==> config.mk <==
export PLATFORM = sky130hd
export DESIGN_NAME = burst_reader
export DESIGN_NICKNAME = d
export VERILOG_FILES = /design/src/rtl/burst_reader.sv
export SDC_FILE = /design/constraint.sdc
export NUM_CORES = 1
export LEC_CHECK = 0
export CAP_MARGIN = 15
export CORE_ASPECT_RATIO = 1.4
export CORE_MARGIN = 5
export CORE_UTILIZATION = 46
export CTS_BUF_LIST = sky130_fd_sc_hd__clkbuf_4
export DETAILED_ROUTE_END_ITERATION = 6
export HOLD_SLACK_MARGIN = 0.1
export PLACE_DENSITY = 0.88
export SETUP_SLACK_MARGIN = 0.3
export SLEW_MARGIN = 20
export SYNTH_ARGS = -nofsm -noshare
export SYNTH_HDL_FRONTEND = slang
export SYNTH_SLANG_ARGS = --single-unit
==> constraint.sdc <==
create_clock -name clk -period 2.3 [get_ports clk]
set_input_delay 0.345 -clock clk [delete_from_list [all_inputs] [get_ports clk]]
set_output_delay 0.345 -clock clk [all_outputs]
set_load 0.01 [all_outputs]
==> src/rtl/burst_reader.sv <==
// burst_reader: sequential burst read engine for combinational-read storage
// blocks, delivering each word on a registered valid/ready stream.
module burst_reader #(
  parameter int DATA_W = 16,
  parameter int ADDR_W = 3
) (
  input  logic              clk,
  input  logic              reset,
  input  logic              start,
  input  logic [ADDR_W-1:0] base,
  input  logic [ADDR_W:0]   len,
  output logic [ADDR_W-1:0] mem_addr,
  input  logic [DATA_W-1:0] mem_data,
  output logic [DATA_W-1:0] out_data,
  output logic              out_valid,
  input  logic              out_ready,
  output logic              busy,
  output logic              done
);

  typedef enum logic [1:0] {
    S_IDLE,
    S_FETCH,
    S_SEND,
    S_DONE
  } state_t;

  localparam logic [ADDR_W:0] DEPTH = {1'b1, {ADDR_W{1'b0}}};

  state_t            state_q, state_d;
  logic [ADDR_W-1:0] addr_q, addr_d;
  logic [ADDR_W:0]   count_q, count_d;
  logic [DATA_W-1:0] data_q, data_d;
  logic              valid_q, valid_d;
  logic [ADDR_W:0]   len_clamp;

  // Lengths beyond the address space would re-read words; cap at one pass.
  assign len_clamp = (len > DEPTH) ? DEPTH : len;

  always_ff @(posedge clk or posedge reset) begin
    if (reset) begin
      state_q <= S_IDLE;
      addr_q  <= '0;
      count_q <= '0;
      data_q  <= '0;
      valid_q <= 1'b0;
    end else begin
      state_q <= state_d;
      addr_q  <= addr_d;
      count_q <= count_d;
      data_q  <= data_d;
      valid_q <= valid_d;
    end
  end

  always_comb begin
    state_d = state_q;
    addr_d  = addr_q;
    count_d = count_q;
    data_d  = data_q;
    valid_d = valid_q;
    unique case (state_q)
      S_IDLE: begin
        if (start) begin
          if (len != '0) begin
            addr_d  = base;
            count_d = len_clamp;
            state_d = S_FETCH;
          end else begin
            state_d = S_DONE;
          end
        end
      end
      S_FETCH: begin
        data_d  = mem_data;
        valid_d = 1'b1;
        addr_d  = addr_q + 1'b1;
        count_d = count_q - 1'b1;
        state_d = S_SEND;
      end
      S_SEND: begin
        if (out_ready) begin
          valid_d = 1'b0;
          state_d = (count_q == '0) ? S_DONE : S_FETCH;
        end
      end
      S_DONE: begin
        state_d = S_IDLE;
      end
      default: begin
        state_d = S_IDLE;
      end
    endcase
  end

  assign mem_addr  = addr_q;
  assign out_data  = data_q;
  assign out_valid = valid_q;
  assign busy      = (state_q == S_FETCH) || (state_q == S_SEND);
  assign done      = (state_q == S_DONE);

endmodule

Word-level counts from Yosys, hierarchy flattened
Cells that the tools add are included.
{"block": "word_totals", "reg_bits": 26}
{"block": "classes", "add_sub_neg": 2, "magnitude_cmp": 1, "n_eq_ne": 6, "n_mux": 14, "reduce_logical": 9}
{"op": "2-to-1 mux 4 bit", "count": 3}
{"op": "2-to-1 mux 2 bit", "count": 4}
{"op": "one-hot mux 2 bit (4 select lines)", "count": 1}
{"op": "one-hot mux 4 bit (2 select lines)", "count": 1}
{"op": "2-to-1 mux 3 bit", "count": 2}
{"op": "!= test 2 bit (second input constant)", "count": 3}
{"op": "one-hot mux 3 bit (2 select lines)", "count": 1}
{"op": "equality test 2 bit (second input constant)", "count": 2}
{"op": "greater-than comparator 4 bit (second input constant)", "count": 1}
{"op": "logical NOT 4 bit", "count": 1}
{"op": "AND reduction 2 bit", "count": 2}
{"op": "nonzero test 2 bit", "count": 2}
{"op": "nonzero test 4 bit", "count": 1}
{"op": "subtractor 4 x 1 -> 4 bit (second input constant)", "count": 1}
{"op": "adder 3 x 1 -> 3 bit (second input constant)", "count": 1}
{"op": "AND reduction 3 bit", "count": 1}
{"op": "equality test 2 x 1 -> 1 bit (second input constant)", "count": 1}
{"op": "logical NOT 2 bit", "count": 1}
{"op": "one-hot mux 1 bit (2 select lines)", "count": 1}
{"op": "logical OR 1 bit", "count": 1}
{"op": "2-to-1 mux 1 bit", "count": 1}

Logic depth before layout (Yosys ltp)
Gate-level depths: netlist (run 1).
{"block": "logic_depth", "word_depth": 5, "ltp_mapped": 7, "mapped_depth_nobuf": 6}

Worst setup path after synthesis (run 1)
No wires, ideal clock.
{"block": "synth_path", "kind": "flip-flop to flip-flop", "from": "register state_q[0]", "to": "register addr_q[1], in the netlist mem_addr[1]", "arrival_ns": 1.548, "required_time_ns": 2.177, "setup_slack_ns": 0.629, "stages_incl_launch_ff": 8, "n_path_buf": 1, "path_cell_list": "dfrtp_1 > inv_1 > ha_1 > buf_2 > nand2_1 > nor2_2 > mux2_4 > o221a_1"}
{"block": "synth_between", "elab_chain_len": 3}
{"item": "start: declaration", "line": "30", "rtl": "state_t state_q, state_d;"}
{"item": "start signal: assignment", "line": "48", "rtl": "state_q <= state_d;"}
{"item": "equality test 2 x 1 -> 1 bit / logical NOT 2 bit (equally long branches)", "line": "62", "rtl": "unique case (state_q)"}
{"item": "nonzero test 2 bit (no source line) / != test 2 bit (equally long branches)"}
{"item": "AND reduction 3 bit (no source line)"}
{"item": "end signal: assignment", "line": "49", "rtl": "addr_q <= addr_d;"}
{"item": "end: declaration", "line": "31", "rtl": "logic [ADDR_W-1:0] addr_q, addr_d;"}
Several ways; a longest one is shown, not always the timed one.
A chain may end at the register's enable or synchronous reset.

Worst setup path in the final report (run 1)
{"block": "layout_path", "from": "register state_q[0]", "to": "output port done"}
{"block": "layout_between", "elab_chain_len": 1}
{"item": "equality test 2 bit", "line": "100", "rtl": "assign done = (state_q == S_DONE);"}
{"item": "end: declaration", "line": "18", "rtl": "output logic done"}
Every way passes these cells.

==> flow_summary_export.csv, run 1 <==
group,metric,value,unit
sta,rsz0062_at_grt,"no",
clock_network,holdBufCountCts,0,
yosys,synth_top_area_share,46.8,%
sta,finalSetupViolCount,0,
yosys,ys_warn_count,0,
clock_network,clk_pin_slew,140,ps
floorplanning,coreArea,2880,µm²
clock_network,cts_inserted_buffers,3,
place,place_hpwl,2720,µm
yosys,ys_seq_elements,26,
yosys,yosysTopAreaCell,"dfrtp_1",
setup_path,critPathBufInv,2,
setup_path,slowest_stage,"clkdlybuf4s50_1",
sta,min_period,1880,ps
setup_path,cp-start-kind,"flop",
setup_path,worstPathArrival,1530,ps
yosys,muxShareOfSynthArea,14.8,%
yosys,synth_ff_type,"dfrtp_1",
floorplanning,fp.dieW,56.5,µm
clock_network,clock-root-buffer,"clkbuf_4",
yosys,synth-simple-area-share,11.5,%
yosys,synth_top_family_by_area,"compound AO/OA/AOI/OAI gates",
status,status,"completed",
yosys,synth_cell_type_count,37,
final_layout,diodes,0,
setup_path,required,1960,ps
sta,skew,7.45,ps
pwr,power.total,2630,µW
drt,totalWireLength,3390,µm
sta,max_slew_margin,60.6,%
place,dp_slack,247,ps
sta,fin_crit_sh,81.7,%
setup_path,critPathTopFamily,"buffers and inverters",
hold_path,hold_path_class,"input pin to async pin",
floorplanning,die_y,75.1,µm
yosys,synth_cells,119,
global_routing,grt_first_pass_wirelength,5820,µm
yosys,syn-num-nets,154,
setup_path,path_max_fanout,3,
sta,setup_ws,421,ps
sta,hold_viol,0,
global_routing,antenna_found_initial,0,
drt,vias,1131,
final_layout,syn2layout_area_growth,41.5,%
yosys,yosys-top-cells-area,"dfrtp_1 (47%), mux2_2 (14%), ha_1 (7.2%)",
yosys,synth-edff-count,0,
clock_network,worstSkewPairLatency,310,ps
global_routing,track_usage,17.2,%
final_layout,instances_no_fill,209,
final_layout,register_area,651,µm²
setup_path,end_kind,"primary output",
yosys,avgSynthCellArea,11.7,µm²
yosys,synth_area,1390,µm²
setup_path,path_class,"flop to primary output",
setup_path,path_cells,"buf_4 > ha_1 > clkdlybuf4s50_1",
setup_path,slowest_delay,480,ps
place,gp_congestion,0.933,
yosys,synth-xor-area-share,0,%
drt,dr.pass1.iters,5,
floorplanning,row_count,23,
yosys,ys_async_sr_fraction,100,%
sta,fmax,532,MHz
drt,drt_iter0_drc,31,
drt,ant_nets,0,
yosys,synth-adder-area-share,7.19,%
floorplanning,die_area,4240,µm²
clock_network,clock-sinks,26,
flow_run,drv_cap,0,
final_layout,fin_nets,208,
final_layout,finish.instance_area,1970,µm²
pwr,ir_worst_vdd,757,µV
floorplanning,ios,49,
yosys,synth-compound-area-share,16.2,%
drt,drc_errors,0,
place,numPlacedInstances,203,
drt,viasPerCell,5.41,
final_layout,multi_input_area,694,µm²
floorplanning,initial_utilization,48.3,%
pwr,leakagePower,0.000841,µW
place,placed_area,1920,µm²
clock_network,h-tree-depth,1,
sta,maxSlewViolCount,0,
global_routing,grt_pass1_vias,1320,
final_layout,fillCellCount,218,
sta,finalSetupTns,0,ps
pwr,power.density,1340,nW/µm²
drt,wl_per_cell,16.2,µm
global_routing,grt_max_degree,18,
clock_network,cts_tree,"built",
clock_network,cts_buffer_depth,2,
global_routing,grt_overflow,0,
yosys,yosysSeqAreaShare,46.8,%
final_layout,drive_gt1_share,19.8,%
sta,tightest_slew,591,ps
place,port_buffers,48,
## registers in the layout, indices dropped and copies added (netlist names)
name / cells
out_data: 16
count_q: 4
mem_addr: 3
state_q: 2
out_valid: 1
## routing by layer
| metal | vias up | track usage [%] | share of wire [%] |
|---|---|---|---|
| met2 | 40 | 33.7 | 56 |
| met1 | 544 | 18.2 | 37 |
| met3 | 2 | 4.46 | 6.5 |
| li1 | 545 | - | - |
| met4 | 0 | 4.49 | 0.38 |
| met5 | - | 0 | 0 |
## through the flow
step | hold WS, ps | utilization (%)
detailed placement | 502 | 66.8
finish | 385 | 68.4
floorplan | 385 | -
global placement | 466 | 66.8
CTS | 395 | 68.2
global route | 429 | 68.4
## what timing repair did
action | in CTS | in global routing
endpoints found under the setup margin | 1 | 3
gates resized for setup | 0 | 2
buffers inserted | 2 | 0
## kinds of logic after synthesis
logic type / Yosys count
muxes: 18
and+or+nand+nor: 28
adders and majority gates: 8
DFF: 26
AOI/OAI and AO/OA: 27
buffers and inverters: 12
## worst register-to-register path, stage by stage, from the launching register on
cell,delay [ps]
dfrtp_1,410
inv_1,120
ha_2,280
nand2_1,170
nor2_2,170
mux2_4,310
o221a_1,220
## report_power, final
group / internal (µW) / total, µW / leakage [µW] / switching, µW
sequential: 694 / 865 / 0.000303 / 171
combinational: 894 / 1570 / 0.000523 / 677
clock: 63.4 / 194 / 0.0000154 / 131
## layout by cell type, fill, tap and decap left out, types with 2 or more instances in the layout
cell type / count
a211oi_1: 2
a21oi_1: 3
a31oi_1: 2
buf_4: 5
clkbuf_4: 3
clkdlybuf4s50_1: 47
dfrtp_1: 26
ha_1: 7
inv_1: 8
mux2_2: 17
nand2_1: 8
nor2_1: 5
nor3_1: 4
o211a_1: 2
o21ai_0: 4
o22ai_1: 3
o32a_1: 2
## path summary, 6_finish.rpt
path	startpoint	endpoint	slack, ps	depth (start not counted)
setup / recovery	state_q[0]$_DFFE_PP0P_	done	420	3
hold / removal	reset	count_q[0]$_DFFE_PP0P_	380	2
setup reg to reg	state_q[0]$_DFFE_PP0P_	mem_addr[1]$_DFFE_PP0P_	530	6
hold reg to reg	out_valid$_DFFE_PP0P_	out_valid$_DFFE_PP0P_	520	2
max in group asynchronous	reset	out_data[1]$_DFFE_PP0P_	1330	3
min in group clk	out_valid$_DFFE_PP0P_	out_valid$_DFFE_PP0P_	520	2
## final cells by class
type,count,area share (%)
multi-input combinational,81,35.3
sequential,26,33.1
timing repair buffer,53,26.4
tap,37,2.35
inverter,8,1.53
clock buffer,3,1.14
clock inverter,1,0.191
## cells in the mapped netlist (2+ instances only)
cell	instances
nor3_1	4
dfrtp_1	26
nor2_1	5
a211oi_1	2
ha_1	8
o211a_1	2
mux2_2	17
o32a_1	2
a21oi_1	3
a31oi_1	2
o21ai_0	4
nand2_1	8
inv_1	8
o22ai_1	3
buf_2	3
Power figures use the tool's default switching activity.
==> run 2: changes to the inputs <==
==> constraint.sdc (replaced) <==
create_clock -name clk -period 1.8 [get_ports clk]
set_input_delay 0.27 -clock clk [delete_from_list [all_inputs] [get_ports clk]]
set_output_delay 0.27 -clock clk [all_outputs]
set_load 0.01 [all_outputs]
==> run 2 against run 1 <==
Against the previous run:
- critical endpoint unchanged
- final area increased by 9.4%
- setup slack got worse by 110 ps
- final cell count increased by 7.2%
- global-route usage increased by 1.6 points
==> flow_summary_export.csv, run 2 (synthesis gave the netlist of run 1 again) <==
group,metric,value,unit
global_routing,grt_first_pass_wirelength,6230,µm
floorplanning,die_y,75.1,µm
sta,rsz0062_at_grt,"yes",
global_routing,track_usage,18.8,%
sta,max_slew_margin,77.8,%
drt,drt_iter0_drc,42,
sta,min_period,1490,ps
sta,hold_viol,0,
global_routing,grt_overflow,0,
pwr,power.total,3670,µW
status,status,"completed",
clock_network,cts_buffer_depth,2,
setup_path,cp-start-kind,"flop",
setup_path,end_kind,"primary output",
setup_path,slowest_stage,"dfrtp_1",
place,port_buffers,48,
final_layout,drive_gt1_share,33.2,%
clock_network,h-tree-depth,1,
sta,maxSlewViolCount,0,
setup_path,path_class,"flop to primary output",
clock_network,clock-root-buffer,"clkbuf_4",
floorplanning,row_count,23,
clock_network,clk_pin_slew,150,ps
flow_run,drv_cap,0,
drt,viasPerCell,5.47,
drt,drc_errors,0,
final_layout,multi_input_area,752,µm²
setup_path,required,1530,ps
place,placed_area,2000,µm²
global_routing,grt_pass1_vias,1372,
clock_network,holdBufCountCts,0,
clock_network,cts_tree,"built",
drt,dr.pass1.iters,4,
final_layout,syn2layout_area_growth,54.8,%
final_layout,layout.cells.most_common,"dfrtp_1",
drt,wl_per_cell,16.8,µm
floorplanning,initial_utilization,48.3,%
setup_path,critPathTopFamily,"flip-flops",
sta,tightest_slew,329,ps
global_routing,antenna_found_initial,0,
sta,skew,13.2,ps
floorplanning,ios,49,
final_layout,diodes,0,
sta,timing.hold.ws,213,ps
final_layout,register_area,651,µm²
hold_path,hold_path_class,"input pin to async pin",
place,gp_congestion,0.901,
drt,totalWireLength,3770,µm
setup_path,path_cells,"buf_4 > ha_1 > buf_2",
clock_network,worstSkewPairLatency,340,ps
setup_path,timing.rr.start,"state_q[0]$_DFFE_PP0P_",
final_layout,fin_nets,223,
drt,ant_nets,0,
setup_path,worstPathArrival,1220,ps
floorplanning,coreArea,2880,µm²
setup_path,path_max_fanout,3,
final_layout,largest_register_ff_count,16,
setup_path,critPathBufInv,2,
sta,fmax,670,MHz
final_layout,fillCellCount,201,
sta,finalSetupTns,0,ps
sta,finalSetupViolCount,0,
setup_path,cp-startpoint,"state_q[0]$_DFFE_PP0P_",
floorplanning,die_area,4240,µm²
pwr,ir_worst_vdd,1050,µV
pwr,power.density,1700,nW/µm²
final_layout,finish.instance_area,2150,µm²
clock_network,clock-sinks,26,
pwr,leakagePower,0.000993,µW
clock_network,cts_inserted_buffers,3,
place,place_hpwl,2820,µm
sta,fin_crit_sh,82.9,%
global_routing,grt_max_degree,17,
final_layout,final_cell_mix,"dfrtp_1 (26), dlygate4sd2_1 (22), clkdlybuf4s50_1 (21), mux2_2 (17), buf_4 (16)",
setup_path,slowest_delay,420,ps
floorplanning,fp.dieW,56.5,µm
drt,vias,1226,
==> run 2: repair_timing <==
item	in CTS	in global routing
gates resized for setup	31	15
setup endpoints to repair	29	26
setup buffers	9	1
hold endpoints to repair	0	0
pin swaps	3	4
gates cloned	0	0
==> run 2: where the power goes <==
group          switching (µW)  internal (µW)
combinational            1010           1170
clock                     182            226
sequential                189            886
total                    1380           2280
==> run 2: final timing paths <==
path / to / slack (ps) / cells after the start
max: done / 310 / 3
min: count_q[0]$_DFFE_PP0P_ / 210 / 3
max reg2reg: mem_addr[1]$_DFFE_PP0P_ / 330 / 6
min reg2reg: out_valid$_DFFE_PP0P_ / 510 / 2
max in group asynchronous: out_data[1]$_DFFE_PP0P_ / 1370 / 3
min in group clk: out_valid$_DFFE_PP0P_ / 510 / 2
==> run 2: per-layer routing <==
metal  routed length (µm)  GRT usage [%]  vias up
met5                    0              0        -
met2                 2060           34.2       45
met4                   74           8.18        0
met1                 1410           20.7      603
li1                     -              -      569
met3                  218           4.80        9
==> run 2: final cells by class <==
class                   instances  share of cell area (%)
clock buffers                   3                    1.05
clock inverters                 1                    1.39
inverters                       8                    1.51
multi-input cells              81                    34.9
flip-flops and latches         26                    30.2
well taps                      37                    2.15
repair buffers                 68                    28.8
==> run 2: metrics by stage <==
| stage | setup slack (ps) | util (%) | instances |
|---|---|---|---|
| floorplan | 286 | - | 119 |
| global placement | -67.4 | 69.5 | 210 |
| detailed placement | -118 | 69.5 | 210 |
| CTS | 257 | 72.7 | 223 |
| global route | 255 | 74.8 | 224 |
| finish | 307 | 74.8 | 224 |
==> run 2: worst register-to-register path, stage by stage, from the launching register on <==
cell and delay (ps):
dfrtp_1 420, inv_2 90, ha_4 170, nand2_4 80
nor2_4 120, mux2_4 310, o221a_1 210
==> run 3: changes to the inputs <==
==> constraint.sdc (replaced) <==
create_clock -name clk -period 1.46 [get_ports clk]
set_input_delay 0.219 -clock clk [delete_from_list [all_inputs] [get_ports clk]]
set_output_delay 0.219 -clock clk [all_outputs]
set_load 0.01 [all_outputs]
==> run 3 against run 2 <==
Against the previous run:
- the flow now finishes with violations (negative setup slack)
- sequential power grew 27%
- power grew 52%
- clock skew shrank 12 ps
- largest power group unchanged
==> flow_summary_export.csv, run 3 (synthesis gave the netlist of run 1 again) <==
group,metric,value,unit
status,status,"finished, violations left",
status,violations,"negative setup slack",
floorplanning,row_count,23,
place,numPlacedInstances,216,
global_routing,grt_pass1_vias,1380,
setup_path,end_kind,"flop",
drt,vias,1285,
drt,wl_per_cell,19.2,µm
sta,tightest_slew,336,ps
floorplanning,initial_utilization,48.3,%
setup_path,slowest_stage,"dfrtp_1",
clock_network,clk_pin_slew,130,ps
global_routing,antenna_found_initial,0,
global_routing,grt_max_degree,27,
sta,finalSetupViolCount,11,
place,gp_congestion,0.871,
final_layout,fin_nets,238,
setup_path,critPathBufInv,3,
pwr,ir_worst_vdd,1490,µV
drt,drc_errors,0,
global_routing,grt_first_pass_wirelength,6540,µm
global_routing,grt_most_used_layer,"met2",
setup_path,cp-start-kind,"flop",
pwr,power_frac_comb,70.0,%
sta,timing.hold.ws,250,ps
pwr,p_int,3390,µW
clock_network,clock-sinks,26,
clock_network,cts_inserted_buffers,3,
sta,fin_crit_sh,108,%
pwr,switching_share,39.0,%
floorplanning,die_y,75.1,µm
final_layout,instances_no_fill,238,
sta,fmax,631,MHz
global_routing,met3_usage,3.09,%
sta,min_period,1580,ps
pwr,p_sw,2170,µW
final_layout,fillCellCount,158,
pwr,power.density,2310,nW/µm²
pwr,clock_power_share,5.3,%
global_routing,grt_util_met2,36.5,%
global_routing,grt_overflow,0,
final_layout,diodes,0,
sta,setup_ws,-124,ps
setup_path,path_max_fanout,6,
drt,drt_iter0_drc,81,
drt,totalWireLength,4560,µm
place,placed_area,2050,µm²
drt,dr.pass1.iters,4,
final_layout,largest_register_ff_count,16,
floorplanning,fp.dieW,56.5,µm
pwr,leakagePower,0.00111,µW
flow_run,drv_cap,0,
sta,maxSlewViolCount,0,
hold_path,hold_path_class,"input pin to async pin",
clock_network,worstSkewPairLatency,310,ps
floorplanning,die_area,4240,µm²
sta,max_slew_margin,77.3,%
pwr,power_frac_seq,24.7,%
setup_path,worstPathArrival,1790,ps
drt,viasPerCell,5.40,
final_layout,final_cell_mix,"dfrtp_1 (26), clkdlybuf4s50_1 (22), buf_4 (21), buf_2 (19), mux2_4 (15)",
global_routing,use_met1,23.4,%
pwr,power.total,5560,µW
clock_network,cts_tree,"built",
place,port_buffers,48,
setup_path,path_class,"flop to flop",
place,place_hpwl,2700,µm
global_routing,track_usage,19.5,%
floorplanning,coreArea,2880,µm²
drt,ant_nets,0,
sta,skew,1.13,ps
setup_path,slowest_delay,430,ps
sta,rsz0062_at_grt,"yes",
setup_path,required,1670,ps
clock_network,cts_buffer_depth,2,
final_layout,drive_gt1_share,55.7,%
clock_network,h-tree-depth,1,
final_layout,layout.cells.most_common,"dfrtp_1",
final_layout,syn2layout_area_growth,73.1,%
setup_path,path_cells,"inv_2 > buf_6 > ha_4 > inv_4 > or3_1 > o221a_1",
clock_network,clock-root-buffer,"clkbuf_4",
sta,hold_viol,0,
setup_path,critPathTopFamily,"flip-flops",
final_layout,finish.instance_area,2410,µm²
floorplanning,ios,49,
==> run 3: final timing paths <==
| kind | startpoint | to | slack [ps] | depth (start not counted) |
|---|---|---|---|---|
| max | state_q[1]$_DFFE_PP0P_ | mem_addr[1]$_DFFE_PP0P_ | -120 | 6 |
| min | reset | out_data[12]$_DFFE_PP0P_ | 250 | 3 |
| max reg2reg | state_q[1]$_DFFE_PP0P_ | mem_addr[1]$_DFFE_PP0P_ | -120 | 6 |
| min reg2reg | out_valid$_DFFE_PP0P_ | out_valid$_DFFE_PP0P_ | 510 | 2 |
| max in group asynchronous | reset | state_q[1]$_DFFE_PP0P_ | 960 | 3 |
| min in group clk | out_valid$_DFFE_PP0P_ | out_valid$_DFFE_PP0P_ | 510 | 2 |
==> run 3: worst register-to-register path, cell delays in order, from the launching register on <==
cell and delay, ps:
dfrtp_1 430, inv_2 100, buf_6 120, ha_4 230, inv_4 80, or3_1 400
o221a_1 140
==> run 3: area by class of cell <==
type	instances	area (µm²)	share of cell area [%]
Sequential cell	26	651	27.0
Clock buffer	3	22.5	0.935
Timing Repair Buffer	83	746	31.0
Inverter	8	32.5	1.35
Tap cell	37	46.3	1.92
Multi-Input combinational cell	81	911	37.8
==> run 3: what timing repair did <==
action / CTS / global route
resized for setup: 118 / 35
endpoints found under the setup margin: 48 / 29
setup buffers: 13 / 4
gates cloned: 1 / 1
hold buffers: 0 / 0
pin swaps: 12 / 6
==> run 3: metal layers <==
metal | routed length [µm] | up-vias
met5 | 0 | -
met4 | 29 | 0
met3 | 215 | 4
met2 | 2450 | 41
met1 | 1870 | 638
li1 | - | 602
==> run 3: stage by stage <==
step / setup TNS (ps) / utilization, % / setup WS [ps]
4_1_cts: -56.1 / 76.7 / -22.3
6_report: -585 / 83.7 / -124
3_5_place_dp: -2920 / 71.3 / -407
2_1_floorplan: -69.3 / - / -53.4
3_3_place_gp: -2560 / 71.3 / -368
5_1_grt: -1260 / 83.7 / -140
==> run 3: power groups by stage <==
stage	clock network (µW)	logic (µW)	registers [µW]
6_report	297	3890	1370
5_1_grt	340	4120	1420
4_1_cts	308	3170	1330
3_5_place_dp	0	2690	1390
3_3_place_gp	0	2610	1350
2_1_floorplan	0	1490	1480
